File: src/rtl/lfsr.sv
// Parameterised Fibonacci/Galois LFSR with optional de Bruijn extension that
// inserts the all-zero state into the cycle.
module lfsr #(
   parameter int unsigned       LENGTH = 8,
   parameter logic [0:LENGTH-1] TAPS   = 8'b01110001,
   parameter int unsigned       TYPE   = 0,
   parameter int unsigned       EXTEND = 0
) (
   input  logic              clk,
   input  logic              rst,
   input  logic              enable,
   input  logic [0:LENGTH-1] seed,
   output logic [0:LENGTH-1] data,
   output logic              previous_msb
);

   localparam int unsigned MSB = LENGTH - 1;

   logic [0:LENGTH-1] data_q;
   logic [0:LENGTH-1] data_d;
   logic              previous_msb_q;
   logic              previous_msb_d;
   logic [0:LENGTH-1] step_c;
   logic [0:LENGTH-1] load_c;
   logic              zero_c;
   logic              ext_z_c;

   // z flags the state just before (or at) the all-zero point of the cycle
   always_comb begin
      zero_c  = ~|data_q[0:MSB-1];
      ext_z_c = (EXTEND != 0) & zero_c;
   end

   if (TYPE == 0) begin : g_fib
      logic fb_c;

      always_comb begin
         fb_c   = (^(data_q & TAPS)) ^ ext_z_c;
         step_c = {fb_c, data_q[0:MSB-1]};
      end
   end else begin : g_gal
      logic out_c;

      always_comb begin
         out_c  = data_q[MSB] ^ ext_z_c;
         step_c = {out_c, data_q[0:MSB-1] ^ (TAPS[1:MSB] & {(LENGTH-1){out_c}})};
      end
   end

   // A zero seed would lock up the conventional sequence, so substitute 1
   always_comb begin
      load_c = seed;
      if ((EXTEND == 0) && (seed == '0)) begin
         load_c = LENGTH'(1);
      end
   end

   always_comb begin
      data_d         = data_q;
      previous_msb_d = previous_msb_q;
      if (enable) begin
         data_d         = step_c;
         previous_msb_d = data_q[MSB];
      end
   end

   always_ff @(posedge clk) begin
      if (rst) begin
         data_q         <= load_c;
         previous_msb_q <= 1'b0;
      end else begin
         data_q         <= data_d;
         previous_msb_q <= previous_msb_d;
      end
   end

   assign data         = data_q;
   assign previous_msb = previous_msb_q;

endmodule

File: config.mk
export PLATFORM = sky130hd
export DESIGN_NAME = lfsr
export DESIGN_NICKNAME = d
export VERILOG_FILES = /design/src/rtl/lfsr.sv
export SDC_FILE = /design/constraint.sdc
export NUM_CORES = 1
export LEC_CHECK = 0
export BUFFER_PORTS_ARGS = -buffer_cell sky130_fd_sc_hd__buf_2
export CAP_MARGIN = 20
export CORE_AREA = 2 2 39 41
export DETAILED_ROUTE_END_ITERATION = 10
export DIE_AREA = 0 0 41 43
export SETUP_SLACK_MARGIN = 0.15
export SLEW_MARGIN = 20
export SYNTH_ARGS = -nofsm -noshare
export SYNTH_HDL_FRONTEND = slang
export SYNTH_SLANG_ARGS = --single-unit
export TNS_END_PERCENT = 5
File: constraint.sdc
create_clock -name clk -period 1.01 [get_ports clk]
set_clock_uncertainty 0.1 [all_clocks]
set_input_delay 0.101 -clock clk [delete_from_list [all_inputs] [get_ports clk]]
set_output_delay 0.101 -clock clk [all_outputs]
set_load 0.1 [all_outputs]
======== Yosys cells after proc, flatten, opt, wreduce, memory -nomap -nowiden ========
Cells that the tools add are included.
operators by class
  bitwise operators ....................... 0
  mux-type cells .......................... 3
  equality and inequality tests ........... 0
  add/subtract/negate cells ............... 0
  order comparisons ....................... 0
  shift operators ......................... 0
  $mul .................................... 0
  div/mod/pow operators ................... 0
  reductions and logical operators ........ 3
operators by type and width
  operator            number
  2-to-1 mux 8 bit    3
  zero test 8 bit     1
  parity 8 bit        1
  nonzero test 2 bit  1
word-level totals
  logic and storage cells ................. 8
  memory bits (read-only) ................. 0
  register bits after elaboration ......... 9
  RAM bits ................................ 0
  bits in latches ......................... 0
  memories kept ........................... 0
  output and inout port bits .............. 9
  bits of input ports ..................... 11

======== Longest topological paths before layout ========
Gate-level depths: netlist of run 1.
  depth in word-level cells ............... 3
  mapped depth ............................ 3
  depth with buffers taken out ............ 3

======== Least setup slack after synthesis of run 1 ========
Ideal clock, no wire load.
  path kind ............................... register -> register
  start point ............................. register data_q (netlist bit data[2])
  end point ............................... register data_q (netlist bit data[0]) (data pin)
  slack ................................... -716 ps
  stages on the path, launching flop included .. 4
  period minus slack after synthesis ...... 1726 ps
  buffers on the path ..................... 0
  required time ........................... 653 ps
  data arrival time ....................... 1369 ps
  setup time .............................. 257 ps
  cells stage by stage .................... edfxtp_1 xnor2_1 xnor2_1 o21ai_1
between the ends
  cells in the longest elaborated chain, start to end .. 3
ends and longest elaborated chain
  what                      line  source
  start: declaration        19    logic [0:LENGTH-1] data_q;
  start signal: assignment  69    data_q <= load_c;
  start signal: assignment  72    data_q <= data_d;
  parity 8 bit              38    fb_c = (^(data_q & TAPS)) ^ ext_z_c;
  2-to-1 mux 8 bit          61    if (enable) begin
  2-to-1 mux 8 bit          68    if (rst) begin
Every way passes these cells. The select of a mux whose other input is x is not followed.
A chain may end at the register's enable or synchronous reset.

======== Worst setup path after layout of run 1 ========
  start point ............................. register data_q (netlist bit data[1])
  end point ............................... register data_q (netlist bit data[0]) (data pin)
Same word-level chain as after synthesis.

==> metrics.md, run 1 <==
| Metric | Value |
|---|---|
| Worst vdd ir | 0.722 mV |
| CP Cell Sequence | xnor2_2 -> xnor2_1 -> o21ai_1 |
| Remaining antenna violation count | 0 |
| Violations in the final reports | setup timing |
| Antenna fix cells | 0 |
| Hold Slack | 0.0437 ns |
| Unrepaired setup endpoints after global routing | yes |
| Number of H-tree levels | 1 |
| Slew of the pin with the lowest slew margin | 0.203 ns |
| Total Die Area | 0.00176 mm² |
| Remaining global-route overflow | 0 |
| CP max-delay cell | sky130_fd_sc_hd__edfxtp_1 |
| Post-synthesis cell area | 422 µm² |
| Fmax | 0.809 GHz |
| Final Wtd Congestion | 0.688 |
| Type of origin of the critical path | flip-flop |
| Avg Vias per Cell | 4.62 |
| Register share of total power | 33.7% |
| CP Max Fanout | 2 |
| Initial Util | 30.5% |
| Avg Cell Area, Syn | 14.5 µm² |
| Number of clock sinks seen by CTS | 9 |
| Max Cap Violations | 0 |
| Antenna violations before repair | 0 |
| Pins over their slew limit | 0 |
| Tcrit/Tclk final | 122% |
| Number of DRC violations after detailed routing | 0 |
| Top library cells by usage in the layout, fill and taps aside | sky130_fd_sc_hd__buf_2 (10), sky130_fd_sc_hd__buf_12 (9), sky130_fd_sc_hd__edfxtp_1 (8) |
| Worst slew margin relative to its limit | 86.4% |
| Top Family by Delay on Critical Path | flip-flops |
| Clock latency on the worst-skew pair | 0.25 ns |
| Area overhead of the layout relative to synthesis | 85.5% |
| Avg WL per Cell | 12.2 µm |
| Crit end category | flip-flop |
| Kind of path behind the tightest hold check | in -> reg |
| Max stage delay on crit path | 0.45 ns |
| Seq/Total Area, Yosys | 61.7% |
| Minimum period implied by the final worst setup slack | 1.24 ns |
| Number of post-CTS setup repair buffers | 0 |
| Result of the run | finished with violations |
| Post-synthesis cell type count | 13 |
| Cell type with the highest aggregate area in the netlist | sky130_fd_sc_hd__edfxtp_1 |
| Kind of critical path | reg -> reg |
| Vias post-DR | 351 |
| GRT Util Overall | 12.3% |
| First-pass GRT wire length | 1380 µm |
| Inst Count DP | 72 |
| Post-synthesis instance total | 29 |
| Total power divided by cell area | 1890 mW/mm² |
| Least setup slack across all paths after layout | -0.226 ns |
| Count of input and output buffers | 19 |
| Number of global-route vias before repair | 340 |
| Die extent in x | 41 µm |
| Logic gate share of total power | 48.4% |
| Leak Pwr | 0.333 nW |
| Final total negative setup slack | -1.87 ns |
| Filler Cell Count | 105 |
| Most common library cell in the layout ignoring fill and taps | sky130_fd_sc_hd__buf_2 |
| Pin count of the biggest net entering global routing | 11 |
| Top cells by area in the synthesized netlist | sky130_fd_sc_hd__edfxtp_1 (57%), sky130_fd_sc_hd__mux2_2 (16%), sky130_fd_sc_hd__xnor2_1 (6.2%), sky130_fd_sc_hd__dfxtp_1 (4.7%), sky130_fd_sc_hd__nor4_2 (3.0%) |
| Number of warnings reported in the yosys synthesis log | 0 |
| Psw | 569 µW |
| Relative contribution of the clock network to total power | 17.9% |
| Boundary Pins | 20 |
| Final instance count without filler cells | 76 |
| Post-synthesis register bit count | 9 |
| Clock tree from TritonCTS | built |
| Crit path required time | 0.91 ns |
| Buf+Inv Stages, Crit Path | 0 |
| Top cell type's share of synthesized area | 57.0% |
| Root buffer cell | sky130_fd_sc_hd__clkbuf_4 |
| Proportion of layout cells with a drive suffix above 1 | 68.3% |
| Number of core rows | 14 |
| Number of buffers on the longest clock path | 2 |
| Hold violation total from the final report | 0 |
| First-pass iteration count of the detailed router | 2 |
| Clock transition at the registers of the reported paths | 0.06 ns |
| Syn Nets | 40 |
| Worst Path Arrival | 1.13 ns |
| Core Footprint | 0.00138 mm² |
| Count of nets after finishing | 72 |
| Switching Share | 38.5% |
| Total wire length after detailed routing | 924 µm |
| Design internal power | 911 µW |
| Die height | 43 µm |
| DRC marker count from the first detailed-route iteration | 3 |
| Num CTS Buffers | 3 |
| Number of setup violations in the final report | 13 |
## synthesized netlist by cell type (all sizes together)
| cell | instances |
|---|---|
| nor4 | 1 |
| or2 | 1 |
| nor2 | 2 |
| a21oi | 2 |
| xnor2 | 3 |
| edfxtp | 8 |
| mux2i | 1 |
| mux2 | 6 |
| dfxtp | 1 |
| nor3 | 1 |
| buf | 1 |
| nand2 | 1 |
| o21ai | 1 |
## worst paths after layout
check	from	endpoint	slack, ns	cells after the start
max reg2reg	data[1]	data[0]	-0.23	3
min	enable	previous_msb	0.04	3
max	data[1]	data[0]	-0.23	3
min reg2reg	previous_msb	previous_msb	0.45	2
## worst reg2reg max path, cell delays in order, from the launching register on
cell                       delay (ns)
sky130_fd_sc_hd__edfxtp_1        0.45
sky130_fd_sc_hd__xnor2_2         0.18
sky130_fd_sc_hd__xnor2_1         0.18
sky130_fd_sc_hd__o21ai_1         0.08
## state kept, by name, summed over array words and instances, names as in the netlist
register      cells
data              8
previous_msb      1
## repair_timing
action                                  4_1_cts  5_1_grt
endpoints found under the setup margin       18       18
pin swaps                                     3        2
hold buffers                                  0        0
gates resized for setup                       5        1
## per-layer routing
metal	vias to the layer above	global-route usage, %	wire [µm]
met1	166	14.7	389
li1	171	-	-
met5	-	0	0
met4	0	8.00	0
met3	0	3.66	73
met2	14	18.1	461
## area by class of cell
cell class / count / area [µm²] / area share, %
timing repair buffer: 28 / 313 / 40.0
tap: 16 / 20.0 / 2.56
sequential: 9 / 262 / 33.4
multi-input combinational: 19 / 161 / 20.6
clock buffer: 4 / 26.3 / 3.36
## power by group through the flow
stage                     registers (mW)  logic [mW]  clock network (mW)
after floorplan                    0.811      0.0879                   0
after global placement             0.496       0.697                   0
after detailed placement           0.501       0.699                   0
after CTS                          0.497       0.713               0.279
after global routing               0.506       0.738               0.304
final                              0.499       0.716               0.265
## cell families after synthesis
| group | share of synthesized area [%] |
|---|---|
| buf+inv | 1.78 |
| mux | 18.4 |
| compound gates | 3.56 |
| xor+xnor | 6.23 |
| simple gates | 8.31 |
| flops | 61.7 |
## per-stage QoR
stage               power, mW  cell area, µm²  util [%]  worst slack, ns
finish                   1.48             782      56.5           -0.226
floorplan               0.899             422         -           -0.716
global route             1.55             782      56.5           -0.269
detailed placement       1.20             732      52.9           -0.188
global placement         1.19             732      52.9           -0.148
CTS                      1.49             774      56.0           -0.197
Note: power is estimated with default switching activity, not from simulation.
==> run 2, diff against run 1 <==
==> constraint.sdc (replaced) <==
create_clock -name clk -period 1.01 [get_ports clk]
set_clock_uncertainty 0.1 [all_clocks]
set_input_delay 0.101 -clock clk [delete_from_list [all_inputs] [get_ports clk]]
set_output_delay 0.101 -clock clk [all_outputs]
set_load 0.005 [all_outputs]
==> run 2 against run 1 <==
Effect of this change: the flow still finishes with violations (setup timing); non-clock buffer count shrank 4; combinational power shrank 66%; worst setup slack gained 0.050 ns; critical path type unchanged; largest cell class is now sequential cells.
==> metrics.md, run 2 (synthesis results as in run 1) <==
| Metric | Value |
|---|---|
| Result of the run | finished with violations |
| Violations in the final reports | setup timing |
| Area overhead of the layout relative to synthesis | 53.7% |
| Total power divided by cell area | 1540 mW/mm² |
| Psw | 228 µW |
| Num CTS Buffers | 3 |
| GRT Util Overall | 11.7% |
| Final instance count without filler cells | 72 |
| Number of global-route vias before repair | 331 |
| CP Cell Sequence | buf_6 -> mux2_2 |
| Design internal power | 773 µW |
| Proportion of layout cells with a drive suffix above 1 | 67.9% |
| Most common library cell in the layout ignoring fill and taps | sky130_fd_sc_hd__buf_2 |
| Total wire length after detailed routing | 855 µm |
| Remaining antenna violation count | 0 |
| Root buffer cell | sky130_fd_sc_hd__clkbuf_4 |
| First-pass GRT wire length | 1320 µm |
| Boundary Pins | 20 |
| Logic gate share of total power | 24.3% |
| Total Die Area | 0.00176 mm² |
| Inst Count DP | 67 |
| Count of input and output buffers | 19 |
| Max stage delay on crit path | 0.44 ns |
| Clock latency on the worst-skew pair | 0.25 ns |
| Core Footprint | 0.00138 mm² |
| Die height | 43 µm |
| Tcrit/Tclk final | 117% |
| Kind of path behind the tightest hold check | in -> reg |
| Max Cap Violations | 0 |
| Worst slew margin relative to its limit | 86.4% |
| R2r worst-path depth | 2 |
| First-pass iteration count of the detailed router | 2 |
| HPWL reported at the end of detailed placement | 657 µm |
| Number of setup violations in the final report | 9 |
| Count of nets after finishing | 68 |
| Post-layout utilization of the core | 46.8% |
| Worst Path Arrival | 1.09 ns |
| Top Family by Delay on Critical Path | flip-flops |
| Type of origin of the critical path | flip-flop |
| Instance count along the most critical hold path | 3 |
| Remaining global-route overflow | 0 |
| Crit path required time | 0.91 ns |
| Least setup slack across all paths after layout | -0.176 ns |
| Kind of critical path | reg -> reg |
| Levels on crit path | 2 |
| Die extent in x | 41 µm |
| Number of buffers on the longest clock path | 2 |
| Relative contribution of the clock network to total power | 26.3% |
| Unrepaired setup endpoints after global routing | yes |
| Avg WL per Cell | 11.9 µm |
| CP max-delay cell | sky130_fd_sc_hd__edfxtp_1 |
| Number of clock sinks seen by CTS | 9 |
| Slew of the pin with the lowest slew margin | 0.203 ns |
| CP Max Fanout | 2 |
| Buf+Inv Stages, Crit Path | 1 |
| Flip-flop count of the largest register, all copies and words added | 8 |
| Antenna violations before repair | 0 |
| Minimum period implied by the final worst setup slack | 1.19 ns |
| Pins over their slew limit | 0 |
| Final Wtd Congestion | 0.659 |
| Number of H-tree levels | 1 |
| Antenna fix cells | 0 |
| Crit end category | flip-flop |
| Top library cells by usage in the layout, fill and taps aside | sky130_fd_sc_hd__buf_2 (14), sky130_fd_sc_hd__edfxtp_1 (8), sky130_fd_sc_hd__buf_6 (8) |
| Register share of total power | 49.4% |
| Switching Share | 22.8% |
| Hold violation total from the final report | 0 |
| Initial Util | 30.5% |
| Fmax | 0.843 GHz |
| Avg Vias per Cell | 4.50 |
| Leak Pwr | 0.275 nW |
| Worst vdd ir | 0.705 mV |
| Pin count of the biggest net entering global routing | 12 |
| Vias post-DR | 324 |
| Number of core rows | 14 |
| DRC marker count from the first detailed-route iteration | 2 |
| Number of DRC violations after detailed routing | 0 |
| Clock transition at the registers of the reported paths | 0.06 ns |
| Clock tree from TritonCTS | built |
run 2: changes by cell type in the layout (fill, tap and decap cells not counted):
cell,change
sky130_fd_sc_hd__buf_6,+4
sky130_fd_sc_hd__buf_2,+4
sky130_fd_sc_hd__a21oi_2,+1
sky130_fd_sc_hd__buf_12,-9
sky130_fd_sc_hd__buf_4,-3
sky130_fd_sc_hd__a21oi_1,-1
run 2: layout make-up:
| cell class | instances | area (µm²) |
|---|---|---|
| Multi-Input combinational cell | 19 | 165 |
| Clock buffer | 4 | 26.3 |
| Sequential cell | 9 | 262 |
| Fill cell | 142 | 736 |
| Timing Repair Buffer | 24 | 175 |
| Tap cell | 16 | 20.0 |
run 2: worst paths after layout:
check	startpoint	endpoint	slack [ns]
worst max-delay path	data[3]	data[4]	-0.18
worst min-delay path	enable	previous_msb	0.03
worst max register to register	data[3]	data[4]	-0.18
worst min register to register	previous_msb	previous_msb	0.41
run 2: power by group through the flow:
stage                     clock network [mW]  logic [mW]  registers [mW]
after global routing                   0.294       0.271           0.499
after CTS                              0.281       0.228           0.494
after floorplan                            0      0.0874           0.500
final                                  0.264       0.243           0.494
after detailed placement                   0       0.195           0.495
after global placement                     0       0.193           0.495
run 2: metrics by stage:
step	hold slack [ns]	TNS, ns	area, µm²	total power, mW	setup WS (ns)
3_3_place_gp	0.273	-1.01	559	0.688	-0.164
5_1_grt	0.0509	-1.52	648	1.06	-0.241
4_1_cts	0.0284	-1.02	624	1.00	-0.175
6_report	0.0293	-1.14	648	1.00	-0.176
2_1_floorplan	0.153	-0.214	422	0.587	-0.141
3_5_place_dp	0.298	-1.00	559	0.690	-0.176
run 2: what timing repair did:
action	in CTS	in global routing
gates cloned	0	0
buffers inserted	0	1
hold buffers	0	0
gates resized for setup	8	3
endpoints found under the setup margin	18	18
pin swaps	1	1
run 2: worst reg2reg max path, stage by stage, from the launching register on:
cell and delay, ns:
sky130_fd_sc_hd__edfxtp_1 0.44, sky130_fd_sc_hd__buf_6 0.15, sky130_fd_sc_hd__mux2_2 0.25
run 2: routing by layer:
layer  up-vias  routed length, µm  global-route usage [%]
met3         0                 68                    3.14
li1        163                  -                       -
met1       148                385                    16.2
met2        13                400                    15.3
met5         -                  0                       0
met4         0                  0                    8.00
